[config.mk]
export PLATFORM = sky130hd
export DESIGN_NAME = sprite_blitter
export DESIGN_NICKNAME = d
export VERILOG_FILES = /design/src/rtl/sprite_pkg.sv /design/src/rtl/blit_addr_gen.sv /design/src/rtl/sprite_blitter.sv
export SDC_FILE = /design/constraint.sdc
export NUM_CORES = 1
export LEC_CHECK = 0
export ABC_CLOCK_PERIOD_IN_PS = 5250
export CAP_MARGIN = 25
export CORE_UTILIZATION = 30
export CTS_CLUSTER_DIAMETER = 150
export DETAILED_ROUTE_END_ITERATION = 12
export SLEW_MARGIN = 40
export SYNTH_ARGS = -nofsm -noshare
export SYNTH_HDL_FRONTEND = slang
export SYNTH_HIERARCHICAL = 1
export SYNTH_SLANG_ARGS = --single-unit
[constraint.sdc]
create_clock -name Clk -period 5.25 [get_ports Clk]
set_input_delay 0.525 -clock Clk [delete_from_list [all_inputs] [get_ports Clk]]
set_output_delay 0.525 -clock Clk [all_outputs]
set_load 0.01 [all_outputs]
[src/rtl/sprite_pkg.sv]
// Shared constants and state type for the sprite blitter.
package sprite_pkg;
    localparam int SCREEN_W = 640;
    localparam int SCREEN_H = 480;
    localparam int IDX_W    = 3;
    localparam int ROM_AW   = 13;
    localparam int FB_AW    = 19;

    localparam logic [IDX_W-1:0] TRANSP_IDX = '0;

    typedef enum logic [1:0] {
        IDLE  = 2'd0,
        RUN   = 2'd1,
        DRAIN = 2'd2,
        DONE  = 2'd3
    } blit_state_t;
endpackage

[src/rtl/blit_addr_gen.sv]
// Raster-order pixel walker: row/col counters, sprite ROM address,
// screen coordinates and the on-screen flag for the pixel currently addressed.
module blit_addr_gen
    import sprite_pkg::*;
(
    input  logic              Clk,
    input  logic              Reset,
    input  logic              i_load,
    input  logic              i_advance,
    input  logic [9:0]        i_x,
    input  logic [9:0]        i_y,
    input  logic [6:0]        i_w,
    input  logic [6:0]        i_h,
    input  logic [ROM_AW-1:0] i_base,
    output logic [ROM_AW-1:0] o_rom_addr,
    output logic [FB_AW-1:0]  o_fb_addr,
    output logic              o_on_screen,
    output logic              o_last
);
    logic [9:0]  r_x, r_y;
    logic [6:0]  r_w, r_h;
    logic [6:0]  r_col, r_row;
    logic [10:0] w_sx, w_sy;

    // Latch the command on load, then step col/row and the ROM address one pixel per advance.
    always_ff @(posedge Clk or posedge Reset) begin
        if (Reset) begin
            r_x        <= '0;
            r_y        <= '0;
            r_w        <= '0;
            r_h        <= '0;
            r_col      <= '0;
            r_row      <= '0;
            o_rom_addr <= '0;
        end else if (i_load) begin
            r_x        <= i_x;
            r_y        <= i_y;
            r_w        <= i_w;
            r_h        <= i_h;
            r_col      <= '0;
            r_row      <= '0;
            o_rom_addr <= i_base;
        end else if (i_advance) begin
            o_rom_addr <= o_rom_addr + 1'b1;
            if (r_col == r_w - 7'd1) begin
                r_col <= '0;
                r_row <= r_row + 7'd1;
            end else begin
                r_col <= r_col + 7'd1;
            end
        end
    end

    // Screen coordinates are 11 bits wide so a sprite hanging off the right/bottom never wraps back on-screen.
    assign w_sx        = {1'b0, r_x} + {4'b0, r_col};
    assign w_sy        = {1'b0, r_y} + {4'b0, r_row};
    assign o_on_screen = (w_sx < 11'(SCREEN_W)) && (w_sy < 11'(SCREEN_H));
    assign o_fb_addr   = FB_AW'(w_sy) * FB_AW'(SCREEN_W) + FB_AW'(w_sx);
    assign o_last      = (r_col == r_w - 7'd1) && (r_row == r_h - 7'd1);
endmodule

[src/rtl/sprite_blitter.sv]
// Sprite blitter top: command FSM, two-stage write pipeline with a one-entry
// skid register for the ROM data, and registered frame-buffer write port.
module sprite_blitter
    import sprite_pkg::*;
(
    input  logic              Clk,
    input  logic              Reset,
    input  logic              cmd_valid,
    output logic              cmd_ready,
    input  logic [9:0]        cmd_x,
    input  logic [9:0]        cmd_y,
    input  logic [6:0]        cmd_w,
    input  logic [6:0]        cmd_h,
    input  logic [ROM_AW-1:0] cmd_base,
    output logic              busy,
    output logic              done,
    output logic [ROM_AW-1:0] rom_addr,
    input  logic [IDX_W-1:0]  rom_q,
    output logic              fb_we,
    output logic [FB_AW-1:0]  fb_addr,
    output logic [IDX_W-1:0]  fb_data,
    input  logic              fb_stall
);
    blit_state_t      r_state, w_next;
    logic             r_drain_cnt;
    logic             w_load, w_advance, w_last, w_on, w_stall, w_empty;
    logic [FB_AW-1:0] w_pix_addr;
    logic             r_s1_vld, r_s1_on;
    logic [FB_AW-1:0] r_s1_addr;
    logic             r_skid_vld;
    logic [IDX_W-1:0] r_skid, w_q;

    assign w_stall   = fb_we & fb_stall;
    assign w_empty   = (cmd_w == 7'd0) | (cmd_h == 7'd0);
    assign cmd_ready = (r_state == IDLE);
    assign busy      = (r_state != IDLE);
    assign done      = (r_state == DONE);
    assign w_q       = r_skid_vld ? r_skid : rom_q;

    blit_addr_gen u_addr_gen (
        .Clk         (Clk),
        .Reset       (Reset),
        .i_load      (w_load),
        .i_advance   (w_advance),
        .i_x         (cmd_x),
        .i_y         (cmd_y),
        .i_w         (cmd_w),
        .i_h         (cmd_h),
        .i_base      (cmd_base),
        .o_rom_addr  (rom_addr),
        .o_fb_addr   (w_pix_addr),
        .o_on_screen (w_on),
        .o_last      (w_last)
    );

    // State register and the two-cycle drain counter; both hold while a write is stalled.
    always_ff @(posedge Clk or posedge Reset) begin
        if (Reset) begin
            r_state     <= IDLE;
            r_drain_cnt <= 1'b0;
        end else if (!w_stall) begin
            r_state     <= w_next;
            r_drain_cnt <= (r_state == DRAIN) ? ~r_drain_cnt : 1'b0;
        end
    end

    // Next state, counter load and advance strobes.
    always_comb begin
        w_next    = r_state;
        w_load    = 1'b0;
        w_advance = 1'b0;
        case (r_state)
            IDLE: begin
                if (cmd_valid) begin
                    if (w_empty) begin
                        w_next = DONE;
                    end else begin
                        w_next = RUN;
                        w_load = 1'b1;
                    end
                end
            end
            RUN: begin
                if (!w_stall) begin
                    if (w_last) w_next = DRAIN;
                    else        w_advance = 1'b1;
                end
            end
            DRAIN:   if (!w_stall && r_drain_cnt) w_next = DONE;
            DONE:    if (!w_stall) w_next = IDLE;
            default: w_next = IDLE;
        endcase
    end

    // Stage 1: carry the addressed pixel's on-screen flag and FB address alongside the ROM read.
    always_ff @(posedge Clk or posedge Reset) begin
        if (Reset) begin
            r_s1_vld  <= 1'b0;
            r_s1_on   <= 1'b0;
            r_s1_addr <= '0;
        end else if (!w_stall) begin
            r_s1_vld  <= (r_state == RUN);
            r_s1_on   <= w_on;
            r_s1_addr <= w_pix_addr;
        end
    end

    // The ROM keeps returning new data while frozen, so hold the stage-1 pixel's data from the first stall cycle.
    always_ff @(posedge Clk or posedge Reset) begin
        if (Reset) begin
            r_skid_vld <= 1'b0;
            r_skid     <= '0;
        end else if (w_stall) begin
            if (!r_skid_vld) begin
                r_skid_vld <= 1'b1;
                r_skid     <= rom_q;
            end
        end else begin
            r_skid_vld <= 1'b0;
        end
    end

    // Stage 2: registered frame-buffer write, suppressed for clipped or transparent pixels.
    always_ff @(posedge Clk or posedge Reset) begin
        if (Reset) begin
            fb_we   <= 1'b0;
            fb_addr <= '0;
            fb_data <= '0;
        end else if (!w_stall) begin
            fb_we   <= r_s1_vld & r_s1_on & (w_q != TRANSP_IDX);
            fb_addr <= r_s1_addr;
            fb_data <= w_q;
        end
    end
endmodule

* Word level (Yosys, flattened, before mapping)
Cells that the tools add are included.
Word-level totals: input port bits 54, bits in registers 112, output and inout bits 39, logic and storage cells 77
Cells by class: add/sub/neg operators 8, reduce and logical (&&, ||, !) cells 13, multipliers 1, mux-type cells 22, bitwise gates (word level) 6, $lt $le $gt $ge 2, equal/unequal tests 8
Operator list (count):
- 7-bit 2-to-1 mux | 6
- 13-bit 2-to-1 mux | 2
- 10-bit by 7-bit adder with 11-bit output | 2
- 19-bit by 11-bit adder with 19-bit output | 1
- 7-bit by 1-bit adder with 7-bit output (second input constant) | 2
- 7-bit equality test | 2
- 7-bit zero test | 2
- 7-bit by 1-bit subtractor with 7-bit output (second input constant) | 2
- 13-bit by 1-bit adder with 13-bit output (second input constant) | 1
- 11-bit by 3-bit multiplier with 12-bit output (second input constant) | 1
- 11-bit by 10-bit < comparator with 1-bit output (second input constant) | 1
- 11-bit by 9-bit < comparator with 1-bit output (second input constant) | 1
- 1-bit 2-to-1 mux | 8
- 2-bit 2-to-1 mux | 4
- 2-bit one-hot mux with 4 select lines | 1
- 2-bit nonzero test | 3
- 2-bit equality test (second input constant) | 2
- 2-bit by 1-bit != test with 1-bit output (second input constant) | 2
- 4-bit AND reduction | 1
- 1-bit bitwise AND | 3
- 1-bit logical AND | 3
- 3-bit 2-to-1 mux | 1
- 3-bit nonzero test | 1
- 2-bit by 1-bit equality test with 1-bit output (second input constant) | 1
- other kinds (6) | 7

* Logic depth before layout (Yosys ltp)
depth in word-level cells 8, gate-level depth with buffers 19, mapped depth without buffers 19

* Modules after synthesis
Netlist, hierarchy kept.
By module, submodules not included:
- blit_addr_gen | cells each 473, area an instance 4500.6 um2, seq. area each 1526.5 um2, times used 1
- sprite_blitter | cells each 143, area an instance 2060.7 um2, seq. area each 1276.2 um2, times used 1

* Least setup slack after synthesis
No wires, ideal clock.
path type register to register, from register u_addr_gen.r_row[0], to register r_s1_addr[18], arrival 3.722 ns, required time 5.125 ns, period minus slack after synthesis 3.847 ns, path slack 1.403 ns, buffers on the path 0, setup time 0.125 ns, cell stages (with the launch flop) 19, cell sequence dfrtp_1 ha_1 inv_1 fa_1 nor2b_1 o21ai_0 a21boi_0 nor4_1 nor3_1 ha_1 ha_1 o21ai_0 o21ai_0 o211ai_1 a21oi_1 xnor2_1 nor3_1 xnor2_1 mux2_2
On the way: longest elaborated chain between the ends 3
RTL lines:
- start, declared | RTL line blit_addr_gen.sv:22 | logic [6:0] r_col, r_row;
- start signal, assigned | RTL line blit_addr_gen.sv:47 | r_row <= r_row + 7'd1;
- 10-bit by 7-bit adder with 11-bit output | RTL line blit_addr_gen.sv:56 | assign w_sy = {1'b0, r_y} + {4'b0, r_row};
- 11-bit by 3-bit multiplier with 12-bit output | RTL line blit_addr_gen.sv:58 | assign o_fb_addr = FB_AW'(w_sy) * FB_AW'(SCREEN_W) + FB_AW'(w_sx);
- 19-bit by 11-bit adder with 19-bit output | RTL line blit_addr_gen.sv:58
- named net w_pix_addr[18] | RTL line sprite_blitter.sv:27 | logic [FB_AW-1:0] w_pix_addr;
- end signal, assigned | RTL line sprite_blitter.sv:104 | r_s1_addr <= w_pix_addr;
- end, declared | RTL line sprite_blitter.sv:29 | logic [FB_AW-1:0] r_s1_addr;
The timed path passes the listed nets, and every way through them passes these cells. A chain may end at the register's enable or synchronous reset.

* Worst setup path in the final report
Same ends and word-level chain as after synthesis.

==> results.yml <==
grt:
  grt_pass1_vias: 4551
  antenna_found_initial: 0
  grt_max_degree: 62
  grt_usage: 0.129
  grt_pass1_wl_um: 23000
  gr-total-overflow: 0
synthesis:
  netlist_top_cells_count: "dfrtp_1, mux2_2, ha_1, nand2_1"
  synth_seq_cells: 112
  post-synth-top-area-cell: "dfrtp_1"
  synth_most_common_cell: "dfrtp_1"
  yosys_warnings: 6
  netlist.area_leader.share: 0.427
  yosysSeqAreaShare: 0.427
  synthCells: 616
  synthArstFlopShare: 1.00
  syn_avg_cell_area_um2: 10.7
  synth_edf_count: 0
  synthTopCellsByArea: "dfrtp_1, mux2_2, ha_1"
  synth_fp_nets: 717
  yosysUniqueCellTypes: 63
  yosys_most_used_dff: "dfrtp_1"
  synthesis.area_um2: 6560
timing:
  final-max-slew-violation-count: 0
  setup_slack_ps: 1010
  post-route-period-util: 0.807
  setup_viol: 0
  worstMarginPinSlew_ps: 742
  rsz0062_at_grt: "false"
  fmax_mhz: 236
  fin_crit_ps: 4240
  slew_headroom: 0.504
  final.setup.tns_ps: 0
  skew_ps: 7.11
  hold_violations: 0
critical_path:
  max_stage_delay_ps: 450
  start_kind: "flip-flop"
  arrival_ps: 4490
  cp_slowest_cell: "a21boi_0"
  cp-end-kind: "flip-flop"
  cp_cell_sequence: "ha_1, inv_1, fa_1, nor2b_1, o21ai_0, a21boi_0, nor4_1, nor3_1, ha_1, ha_1, o21ai_0, o21ai_0, o211ai_1, o311a_1, nand3_1, nor3_1, xnor2_1, mux2_2"
  crit_path_max_fanout: 5
  worstSetupPathType: "flip-flop to flip-flop"
  required_ps: 5500
clocking:
  cts_resized: 0
  numCtsBuffers: 9
  clkSinkCount: 112
  tritoncts: "done"
  h-tree-depth: 3
  cts_setup_buffers: 0
  cts_hold_buffers: 0
  clk_path_buf_depth: 2
  clkTransAtPathRegs_ps: 80
  clkLatencyLatePin_ps: 350
  ctsRootBufferMaster: "clkbuf_16"
die:
  core_area_um2: 21200
  die_w_um: 150
  io_pins: 93
  initial_core_util: 0.309
  die_h_um: 150
  rows: 53
  die-area_um2: 22500
detailed_routing:
  drtIter0Drc: 227
  drc_errors: 0
  drtAntennaViolNets: 0
  viasPerCell: 4.71
  drt_wl_total_um: 13500
  wl_per_cell_um: 13.7
  dr.pass1.iters: 4
  vias: 4644
power:
  peakVddDrop_uv: 272
  cellPowerDensity_nw_per_um2: 657
  p_leak_nw: 3.41
run:
  drv_cap: 0
cells_and_area:
  finalNetCount: 807
  drive_above_1_share: 0.139
  area_growth_pct: 23.2
  final_area_um2: 8080
  fillers: 2127
  layout.cells.non_filler: 986
  final_util: 0.381
  n_antenna_cell: 0
placement:
  place_area_um2: 7790
  portBuffers: 92
  place_ws_ps: 1040
  gp_congestion: 0.801
  dp.cells: 970
  hpwl_um: 10000
worst_hold_path:
  hp-class: "flip-flop to flip-flop"
outcome:
  status: "finished clean"
where the power goes:
| part | switching [mW] | total (mW) | internal, mW |
|---|---|---|---|
| clock | 0.338 | 0.682 | 0.345 |
| combinational | 1.42 | 3.03 | 1.61 |
| sequential | 0.312 | 1.60 | 1.29 |
per-stage QoR:
stage	hold WS [ps]	power (mW)
6_report	491	5.31
5_1_grt	517	5.81
4_1_cts	498	5.38
3_5_place_dp	479	4.66
3_3_place_gp	459	4.60
2_1_floorplan	441	3.83
logic make-up (layout without fill, tap and decap cells):
logic type / Yosys count / in the layout / share of synthesized area
muxes: 74 / 74 / 0.126
buffers and inverters: 50 / 145 / 0.0305
adders and majority gates: 47 / 47 / 0.0942
and+or+nand+nor: 161 / 161 / 0.124
AOI/OAI and AO/OA: 108 / 108 / 0.111
DFF: 112 / 112 / 0.427
xor gates and xnor gates: 64 / 64 / 0.0866
cells in the final DEF, fill, tap and decap left out, drive strengths merged, types with 11 or more instances in the layout:
| master | Yosys | final |
|---|---|---|
| dfrtp | 112 | 112 |
| clkdlybuf4s50 | 0 | 92 |
| mux2 | 69 | 69 |
| ha | 43 | 43 |
| nand2 | 41 | 41 |
| o21ai | 37 | 37 |
| nor2 | 36 | 36 |
| xnor2 | 35 | 35 |
| inv | 32 | 35 |
| xor2 | 29 | 29 |
| a21oi | 21 | 21 |
| nand3 | 16 | 16 |
| nor3 | 13 | 13 |
| nand4 | 13 | 13 |
| nand2b | 11 | 11 |
| clkbuf | 11 | 11 |
final cells by class:
| cell class | count | area, um^2 | area share |
|---|---|---|---|
| multi-input cells | 454 | 3560 | 0.441 |
| flip-flops and latches | 112 | 2800 | 0.347 |
| repair buffers | 97 | 962 | 0.119 |
| well taps | 275 | 344 | 0.0426 |
| clock buffers | 11 | 243 | 0.0300 |
| inverters | 32 | 123 | 0.0152 |
| clock inverters | 5 | 46.3 | 0.00573 |
registers in the layout, summed over array words and instances, names as in the netlist, 2 cells and up:
name,cells
u_addr_gen/r_y,10
u_addr_gen/r_col,7
u_addr_gen/r_h,7
fb_addr,19
r_s1_addr,19
u_addr_gen/r_x,10
u_addr_gen/r_w,7
u_addr_gen/o_rom_addr,13
fb_data,3
r_state,2
u_addr_gen/r_row,7
r_skid,3
path summary, 6_finish.rpt:
kind                                     startpoint           endpoint  slack, ps  cells after the start
worst max-delay path            u_addr_gen/r_row[0]      r_s1_addr[18]       1010                     18
worst min-delay path                      r_skid[2]          r_skid[2]        490                      2
worst max register to register  u_addr_gen/r_row[0]      r_s1_addr[18]       1010                     18
worst min register to register            r_skid[2]          r_skid[2]        490                      2
max in group asynchronous                     Reset  u_addr_gen/r_h[6]       4120                      3
min in group asynchronous                     Reset         fb_addr[2]        650                      2
layer usage:
layer / track usage / wire [um]
met5: 0 / 0
met4: 0.0333 / 148
met3: 0.0375 / 685
met2: 0.195 / 5800
met1: 0.178 / 6900
worst max-delay path, delay by kind of cell (launching register included):
family / cells / cell delay [ps]
buf+inv: 1 / 50
fa+ha+maj: 4 / 1230
xor+xnor: 1 / 80
flops: 1 / 430
compound gates: 6 / 1180
mux: 1 / 250
simple gates: 5 / 910
Power figures use the tool's default switching activity.
